<file path="src/rtl/lsu_pkg.sv">
// Shared definitions for the MEM-stage load/store unit: memory op encodings,
// FSM states, register-file bus widths and small decode helpers.
package lsu_pkg;

    localparam int          REG_DATA_W    = 32;
    localparam int          REG_ADDR_W    = 5;
    localparam logic        RST_ENABLE    = 1'b1;
    localparam logic        WRT_DISABLE   = 1'b0;
    localparam logic [31:0] ZERO_REG_DATA = 32'h0000_0000;
    localparam logic [4:0]  ZERO_REG_ADDR = 5'd0;

    typedef enum logic [2:0] {
        OP_LB  = 3'b000,
        OP_LH  = 3'b001,
        OP_LW  = 3'b010,
        OP_SW  = 3'b011,
        OP_LBU = 3'b100,
        OP_LHU = 3'b101,
        OP_SB  = 3'b110,
        OP_SH  = 3'b111
    } mem_op_e;

    typedef enum logic [1:0] {
        ST_IDLE   = 2'b00,
        ST_ACCESS = 2'b01,
        ST_DONE   = 2'b10
    } lsu_state_e;

    typedef enum logic [1:0] {
        SZ_BYTE = 2'b00,
        SZ_HALF = 2'b01,
        SZ_WORD = 2'b10
    } access_size_e;

    // Access width implied by an op; the encoding bits do not map to it directly
    function automatic access_size_e op_size(input mem_op_e op);
        access_size_e sz;
        case (op)
            OP_LB, OP_LBU, OP_SB: sz = SZ_BYTE;
            OP_LH, OP_LHU, OP_SH: sz = SZ_HALF;
            default:              sz = SZ_WORD;
        endcase
        return sz;
    endfunction

    function automatic logic op_is_store(input mem_op_e op);
        return (op == OP_SB) || (op == OP_SH) || (op == OP_SW);
    endfunction

    // Halfwords need an even address, words need a word-aligned address
    function automatic logic op_misaligned(input mem_op_e op, input logic [1:0] off);
        logic bad;
        case (op_size(op))
            SZ_HALF: bad = off[0];
            SZ_WORD: bad = (off != 2'b00);
            default: bad = 1'b0;
        endcase
        return bad;
    endfunction

endpackage

</file>
<file path="src/rtl/lsu_align.sv">
// Combinational lane logic: byte-select and replicated write data for the
// request side, lane selection and sign/zero extension for returned loads.
module lsu_align
    import lsu_pkg::*;
(
    input  logic [2:0]  req_op_i,
    input  logic [1:0]  req_off_i,
    input  logic [31:0] store_data_i,
    output logic [3:0]  sel_o,
    output logic [31:0] wdata_o,
    input  logic [2:0]  ld_op_i,
    input  logic [1:0]  ld_off_i,
    input  logic [31:0] rdata_i,
    output logic [31:0] ld_data_o
);

    mem_op_e     reqOp;
    mem_op_e     ldOp;
    logic [7:0]  ldByte;
    logic [15:0] ldHalf;

    assign reqOp = mem_op_e'(req_op_i);
    assign ldOp  = mem_op_e'(ld_op_i);

    // Lane mask shifted to the byte offset and store data replicated across lanes
    always_comb begin
        sel_o   = 4'b1111;
        wdata_o = store_data_i;
        case (op_size(reqOp))
            SZ_BYTE: begin
                sel_o   = 4'b0001 << req_off_i;
                wdata_o = {4{store_data_i[7:0]}};
            end
            SZ_HALF: begin
                sel_o   = 4'b0011 << req_off_i;
                wdata_o = {2{store_data_i[15:0]}};
            end
            default: begin
                sel_o   = 4'b1111;
                wdata_o = store_data_i;
            end
        endcase
    end

    // Pick the addressed lane out of the read word and extend it to 32 bits
    always_comb begin
        ldByte    = 8'h00;
        ldHalf    = 16'h0000;
        ld_data_o = rdata_i;
        case (ld_off_i)
            2'b00:   ldByte = rdata_i[7:0];
            2'b01:   ldByte = rdata_i[15:8];
            2'b10:   ldByte = rdata_i[23:16];
            default: ldByte = rdata_i[31:24];
        endcase
        ldHalf = ld_off_i[1] ? rdata_i[31:16] : rdata_i[15:0];
        case (ldOp)
            OP_LB:   ld_data_o = {{24{ldByte[7]}}, ldByte};
            OP_LBU:  ld_data_o = {24'h000000, ldByte};
            OP_LH:   ld_data_o = {{16{ldHalf[15]}}, ldHalf};
            OP_LHU:  ld_data_o = {16'h0000, ldHalf};
            default: ld_data_o = rdata_i;
        endcase
    end

endmodule

</file>
<file path="src/rtl/lsu.sv">
// MEM-stage load/store unit: one outstanding req/ack bus transaction per
// memory instruction, pipeline stall while pending, zero-latency pass-through
// for everything else.
module lsu
    import lsu_pkg::*;
#(
    parameter int TIMEOUT_CYCLES = 255
) (
    input  logic                  clk_i_LSU,
    input  logic                  rst_i_LSU,
    input  logic                  Mem_Req_i_LSU,
    input  logic [2:0]            Mem_Op_i_LSU,
    input  logic [31:0]           Mem_Addr_i_LSU,
    input  logic [REG_DATA_W-1:0] Store_Data_i_LSU,
    input  logic [REG_DATA_W-1:0] Wt_Data_i_LSU,
    input  logic [REG_ADDR_W-1:0] Wt_Addr_i_LSU,
    input  logic                  Wt_Enable_i_LSU,
    output logic                  Bus_Req_o_LSU,
    output logic                  Bus_We_o_LSU,
    output logic [3:0]            Bus_Sel_o_LSU,
    output logic [31:0]           Bus_Addr_o_LSU,
    output logic [31:0]           Bus_Wdata_o_LSU,
    input  logic                  Bus_Ack_i_LSU,
    input  logic [31:0]           Bus_Rdata_i_LSU,
    input  logic                  Bus_Err_i_LSU,
    output logic [REG_DATA_W-1:0] Wt_Data_o_LSU,
    output logic [REG_ADDR_W-1:0] Wt_Addr_o_LSU,
    output logic                  Wt_Enable_o_LSU,
    output logic                  Stall_Req_o_LSU,
    output logic                  Exc_Misalign_o_LSU,
    output logic                  Exc_BusErr_o_LSU
);

    localparam int CNT_W = $clog2(TIMEOUT_CYCLES + 1);
    localparam logic [CNT_W-1:0] CNT_LAST = CNT_W'(TIMEOUT_CYCLES - 1);

    lsu_state_e            state_q, state_d;
    logic [CNT_W-1:0]      cnt_q, cnt_d;
    logic [2:0]            op_q, op_d;
    logic [1:0]            off_q, off_d;
    logic [REG_ADDR_W-1:0] rd_q, rd_d;
    logic                  wen_q, wen_d;
    logic                  we_q, we_d;
    logic [3:0]            sel_q, sel_d;
    logic [29:0]           addr_q, addr_d;
    logic [31:0]           wdata_q, wdata_d;
    logic [31:0]           ldata_q, ldata_d;
    logic                  err_q, err_d;

    logic [3:0]            reqSel;
    logic [31:0]           reqWdata;
    logic [31:0]           alignedLoad;
    mem_op_e               reqOp;

    assign reqOp = mem_op_e'(Mem_Op_i_LSU);

    lsu_align u_align (
        .req_op_i     (Mem_Op_i_LSU),
        .req_off_i    (Mem_Addr_i_LSU[1:0]),
        .store_data_i (Store_Data_i_LSU),
        .sel_o        (reqSel),
        .wdata_o      (reqWdata),
        .ld_op_i      (op_q),
        .ld_off_i     (off_q),
        .rdata_i      (Bus_Rdata_i_LSU),
        .ld_data_o    (alignedLoad)
    );

    // State and captured-request registers; reset clears everything so a late ack is harmless
    always_ff @(posedge clk_i_LSU) begin
        if (rst_i_LSU == RST_ENABLE) begin
            state_q <= ST_IDLE;
            cnt_q   <= '0;
            op_q    <= '0;
            off_q   <= '0;
            rd_q    <= '0;
            wen_q   <= 1'b0;
            we_q    <= 1'b0;
            sel_q   <= '0;
            addr_q  <= '0;
            wdata_q <= '0;
            ldata_q <= '0;
            err_q   <= 1'b0;
        end else begin
            state_q <= state_d;
            cnt_q   <= cnt_d;
            op_q    <= op_d;
            off_q   <= off_d;
            rd_q    <= rd_d;
            wen_q   <= wen_d;
            we_q    <= we_d;
            sel_q   <= sel_d;
            addr_q  <= addr_d;
            wdata_q <= wdata_d;
            ldata_q <= ldata_d;
            err_q   <= err_d;
        end
    end

    // Next-state and outputs; while reset is held every output stays at its idle value
    always_comb begin
        state_d = state_q;
        cnt_d   = cnt_q;
        op_d    = op_q;
        off_d   = off_q;
        rd_d    = rd_q;
        wen_d   = wen_q;
        we_d    = we_q;
        sel_d   = sel_q;
        addr_d  = addr_q;
        wdata_d = wdata_q;
        ldata_d = ldata_q;
        err_d   = err_q;

        Bus_Req_o_LSU      = 1'b0;
        Bus_We_o_LSU       = 1'b0;
        Bus_Sel_o_LSU      = 4'b0000;
        Bus_Addr_o_LSU     = 32'h0000_0000;
        Bus_Wdata_o_LSU    = 32'h0000_0000;
        Wt_Data_o_LSU      = ZERO_REG_DATA;
        Wt_Addr_o_LSU      = ZERO_REG_ADDR;
        Wt_Enable_o_LSU    = WRT_DISABLE;
        Stall_Req_o_LSU    = 1'b0;
        Exc_Misalign_o_LSU = 1'b0;
        Exc_BusErr_o_LSU   = 1'b0;

        if (rst_i_LSU != RST_ENABLE) begin
            case (state_q)
                ST_IDLE: begin
                    Wt_Data_o_LSU   = Wt_Data_i_LSU;
                    Wt_Addr_o_LSU   = Wt_Addr_i_LSU;
                    Wt_Enable_o_LSU = Wt_Enable_i_LSU;
                    if (Mem_Req_i_LSU) begin
                        Wt_Enable_o_LSU = WRT_DISABLE;
                        if (op_misaligned(reqOp, Mem_Addr_i_LSU[1:0])) begin
                            Exc_Misalign_o_LSU = 1'b1;
                        end else begin
                            Stall_Req_o_LSU = 1'b1;
                            op_d    = Mem_Op_i_LSU;
                            off_d   = Mem_Addr_i_LSU[1:0];
                            rd_d    = Wt_Addr_i_LSU;
                            wen_d   = Wt_Enable_i_LSU;
                            we_d    = op_is_store(reqOp);
                            sel_d   = reqSel;
                            addr_d  = Mem_Addr_i_LSU[31:2];
                            wdata_d = reqWdata;
                            ldata_d = '0;
                            err_d   = 1'b0;
                            cnt_d   = '0;
                            state_d = ST_ACCESS;
                        end
                    end
                end
                ST_ACCESS: begin
                    Bus_Req_o_LSU   = 1'b1;
                    Bus_We_o_LSU    = we_q;
                    Bus_Sel_o_LSU   = sel_q;
                    Bus_Addr_o_LSU  = {addr_q, 2'b00};
                    Bus_Wdata_o_LSU = wdata_q;
                    Stall_Req_o_LSU = 1'b1;
                    Wt_Addr_o_LSU   = rd_q;
                    cnt_d           = cnt_q + CNT_W'(1);
                    if (Bus_Ack_i_LSU) begin
                        err_d = Bus_Err_i_LSU;
                        if (!Bus_Err_i_LSU && !we_q) begin
                            ldata_d = alignedLoad;
                        end
                        state_d = ST_DONE;
                    end else if (cnt_q == CNT_LAST) begin
                        err_d   = 1'b1;
                        state_d = ST_DONE;
                    end
                end
                ST_DONE: begin
                    Wt_Data_o_LSU    = ldata_q;
                    Wt_Addr_o_LSU    = rd_q;
                    Wt_Enable_o_LSU  = wen_q && !we_q && !err_q;
                    Exc_BusErr_o_LSU = err_q;
                    state_d          = ST_IDLE;
                end
                default: begin
                    state_d = ST_IDLE;
                end
            endcase
        end
    end

endmodule
</file>
<file path="config.mk">
export PLATFORM = sky130hd
export DESIGN_NAME = lsu
export DESIGN_NICKNAME = d
export VERILOG_FILES = /design/src/rtl/lsu_pkg.sv /design/src/rtl/lsu_align.sv /design/src/rtl/lsu.sv
export SDC_FILE = /design/constraint.sdc
export NUM_CORES = 1
export LEC_CHECK = 0
export CAP_MARGIN = 0
export CORE_MARGIN = 3
export CORE_UTILIZATION = 40
export DETAILED_ROUTE_END_ITERATION = 6
export GPL_ROUTABILITY_DRIVEN = 0
export PLACE_DENSITY_LB_ADDON = 0.08
export SLEW_MARGIN = 40
export SYNTH_ARGS = -nofsm -noshare
export SYNTH_HDL_FRONTEND = slang
export SYNTH_SLANG_ARGS = --single-unit
export TNS_END_PERCENT = 100
</file>
<file path="constraint.sdc">
create_clock -name clk_i_LSU -period 2.3 [get_ports clk_i_LSU]
set_input_delay 0.345 -clock clk_i_LSU [delete_from_list [all_inputs] [get_ports clk_i_LSU]]
set_output_delay 0.345 -clock clk_i_LSU [all_outputs]
set_load 0.01 [all_outputs]
</file>
==> insert_results.sql <==
INSERT INTO impl_metrics (metric_group, metric, value, unit) VALUES
('outcome', 'run_status', 'finished clean', ''),
('sta', 'tightest_pin_transition', '0.581', 'ns'),
('logic_synthesis', 'number_of_storage_elements_in_the_synthesis_netlist', '121', ''),
('logic_synthesis', 'ys_warn_count', '0', ''),
('clocking', 'tritoncts', 'done', ''),
('floorplanning', 'initial_utilization', '41.6', '%'),
('hold_path', 'hold-path-cell-count', '1', ''),
('sta', 'setup_viol', '0', ''),
('global_routing', 'grtUsageTotal', '24.3', '%'),
('cells_and_area', 'layoutNonFillerInstCount', '1119', ''),
('drt', 'drc_errors', '0', ''),
('logic_synthesis', 'synth_top_cells_by_count', 'dfxtp_1 (121), a22o_1 (69), and2_1 (68), nor2_1 (50), a22oi_1 (43)', ''),
('power_and_ir_drop', 'design_power_total', '0.00638', 'W'),
('drt', 'drt_first_pass_iters', '6', ''),
('floorplanning', 'die_width', '130', 'µm'),
('drt', 'drt_iter0_markers', '411', ''),
('logic_synthesis', 'synth_async_sr_flop_share', '0', '%'),
('worst_setup_path', 'largest_fanout_of_any_net_on_the_critical_path', '16', ''),
('logic_synthesis', 'synth_top_cell_area_share', '39.5', '%'),
('logic_synthesis', 'dominant_combinational_cell_family_by_area_after_synthesis', 'compound AO/OA/AOI/OAI gates', ''),
('worst_setup_path', 'worstPathArrival', '1.87', 'ns'),
('logic_synthesis', 'synth.area.mux_share', '8.01', '%'),
('sta', 'final-hold-violation-count', '0', ''),
('logic_synthesis', 'ys_seq_area_share', '39.5', '%'),
('global_routing', 'grt_remaining_overflow', '0', ''),
('logic_synthesis', 'syn_inst', '668', ''),
('floorplanning', 'design.die.area', '16900', 'µm²'),
('global_routing', 'grt_antenna_before_repair', '1', ''),
('cells_and_area', 'areaGrowthSynthToFinish', '61.4', '%'),
('sta', 'whs', '0.460', 'ns'),
('logic_synthesis', 'synth_enable_flop_cells', '0', ''),
('cells_and_area', 'post_route_cells_drive_above_1_share', '13.2', '%'),
('worst_setup_path', 'worst-r2r-cell-count', '8', ''),
('clocking', 'numCtsBuffers', '17', ''),
('logic_synthesis', 'complex_gate_fraction_of_the_synthesized_area', '29.1', '%'),
('hold_path', 'type_of_the_tightest_min_delay_check', 'reg2reg', ''),
('power_and_ir_drop', 'power_density', '645', 'nW/µm²'),
('logic_synthesis', 'syn-mean-instance-area', '9.19', 'µm²'),
('drt', 'met2_wirelength', '10.3', 'mm'),
('sta', 'fin_tns_setup', '0', 'ns'),
('drt', 'wl_met1', '8.99', 'mm'),
('drt', 'wl_met3', '1.77', 'mm'),
('worst_setup_path', 'required', '1.96', 'ns'),
('logic_synthesis', 'synth_area_leader_cell', 'dfxtp_1', ''),
('clocking', 'clkTransAtPathRegs', '0.06', 'ns'),
('logic_synthesis', 'synthesis.area', '6140', 'µm²'),
('drt', 'post_drt_wl_per_cell', '19.2', 'µm'),
('placed_design', 'dp_hpwl', '14.9', 'mm'),
('sta', 'slew_limit_fails', '0', ''),
('logic_synthesis', 'synth_xor_area_share', '0', '%'),
('power_and_ir_drop', 'vdd.ir_drop.worst', '520', 'µV'),
('clocking', 'cts_hold_buf', '0', ''),
('worst_setup_path', 'cp_capture_type', 'output port', ''),
('floorplanning', 'placementRows', '44', ''),
('placed_design', 'io_buffers', '250', ''),
('floorplanning', 'io_pins', '253', ''),
('clocking', 'worst_skew_pair.late_latency', '0.42', 'ns'),
('logic_synthesis', 'synth_area_leaders', 'dfxtp_1 (39%), a22o_1 (9.8%), and2_1 (6.9%)', ''),
('flow_run', 'cap_viol_max_count', '0', ''),
('sta', 'final_period_minus_worst_setup_slack', '2.21', 'ns'),
('drt', 'avgViaCountPerCell', '5.57', ''),
('drt', 'antenna_violating_nets_post_route', '0', ''),
('sta', 'clock_skew', '0.00618', 'ns'),
('floorplanning', 'core-area', '14800', 'µm²'),
('clocking', 'clk_root_buffer_cell', 'clkbuf_16', ''),
('sta', 'fmaxAchievable', '0.452', 'GHz'),
('drt', 'wl', '21.4', 'mm'),
('power_and_ir_drop', 'power.static_leakage', '4.74', 'nW'),
('global_routing', 'first_pass_grt_wire_length', '32.3', 'mm'),
('clocking', 'cts-root-to-sink-buffers', '2', ''),
('sta', 'slew_headroom', '61.2', '%');
## cells in the final DEF (no fill, tap or decap), drive strengths merged, types with 7 or more instances in the layout
cell type      count
a21oi             27
a221oi             7
a22o              69
a22oi             43
and2              68
buf               47
clkbuf            31
clkdlybuf4s15     15
clkdlybuf4s50    141
clkinv             7
dfxtp            121
dlygate4sd2       44
dlymetal6s2s      41
inv               12
mux2               7
mux2i             39
nand2b            25
nor2              50
nor3              13
nor3b              8
o21ai             11
o22ai              9
o2bb2ai           34
## path summary, 6_finish.rpt
path | from | end | slack, ns
max reg2reg | state_q[0] | cnt_q[3] | 0.15
max | state_q[1] | Bus_Wdata_o_LSU[29] | 0.09
min | wdata_q[17] | wdata_q[17] | 0.46
min reg2reg | wdata_q[17] | wdata_q[17] | 0.46
## per-stage QoR
step                      instance area (µm²)  util, %
after floorplan                          6140        -
after global placement                   9020     61.2
after detailed placement                 9020     61.2
after CTS                                9680     65.6
after global routing                     9900     67.1
final                                    9900     67.1
## critical path, cell delays in order, from the launching register on
cell and delay, ns:
dfxtp_4 0.36, inv_2 0.06, ha_4 0.17, nand2b_4 0.10, clkinv_8 0.07, bufbuf_16 0.28
and2_1 0.15, clkdlybuf4s15_1 0.25
## timing repair
action | in CTS | in global routing
gates cloned | 2 | 3
resized for setup | 95 | 73
setup endpoints to repair | 108 | 73
buffers inserted | 0 | 3
## cell type report
| type | instances | area, µm² | area share [%] |
|---|---|---|---|
| timing repair buffer | 300 | 3100 | 31.3 |
| antenna | 1 | 2.50 | 0.0253 |
| tap | 184 | 230 | 2.32 |
| clock inverter | 12 | 150 | 1.52 |
| inverter | 13 | 61.3 | 0.619 |
| clock buffer | 20 | 447 | 4.51 |
| sequential | 121 | 2430 | 24.5 |
| multi-input combinational | 468 | 3480 | 35.1 |
## layer usage
metal / vias up / global-route usage [%]
met5: - / 0
met3: 32 / 7.78
met1: 2952 / 31.0
met4: 0 / 7.89
li1: 2990 / -
met2: 262 / 39.0
## cell families after synthesis
kind of cell / Yosys count
buffers and inverters: 80
AND/OR/NAND/NOR: 187
multiplexers: 47
flip-flops: 121
AO/OA/AOI/OAI: 226
adder cells (fa/ha/maj): 6
other: 1
## where the power goes
part	total [W]	switching [W]	internal, W	leakage (nW)
Clock	0.00269	0.000970	0.00172	0.286
Sequential	0.00232	0.0000862	0.00223	0.987
Combinational	0.00137	0.000646	0.000724	3.46
Total	0.00638	0.00170	0.00468	4.74
## sequential cells by signal, summed over array words and instances (netlist names)
register and cells:
rd_q 5, ldata_q 32, cnt_q 8, state_q 2, wen_q 1, we_q 1, addr_q 30, wdata_q 32
sel_q 4, err_q 1, op_q 3, off_q 2
Note: power is estimated with default switching activity, not from simulation.
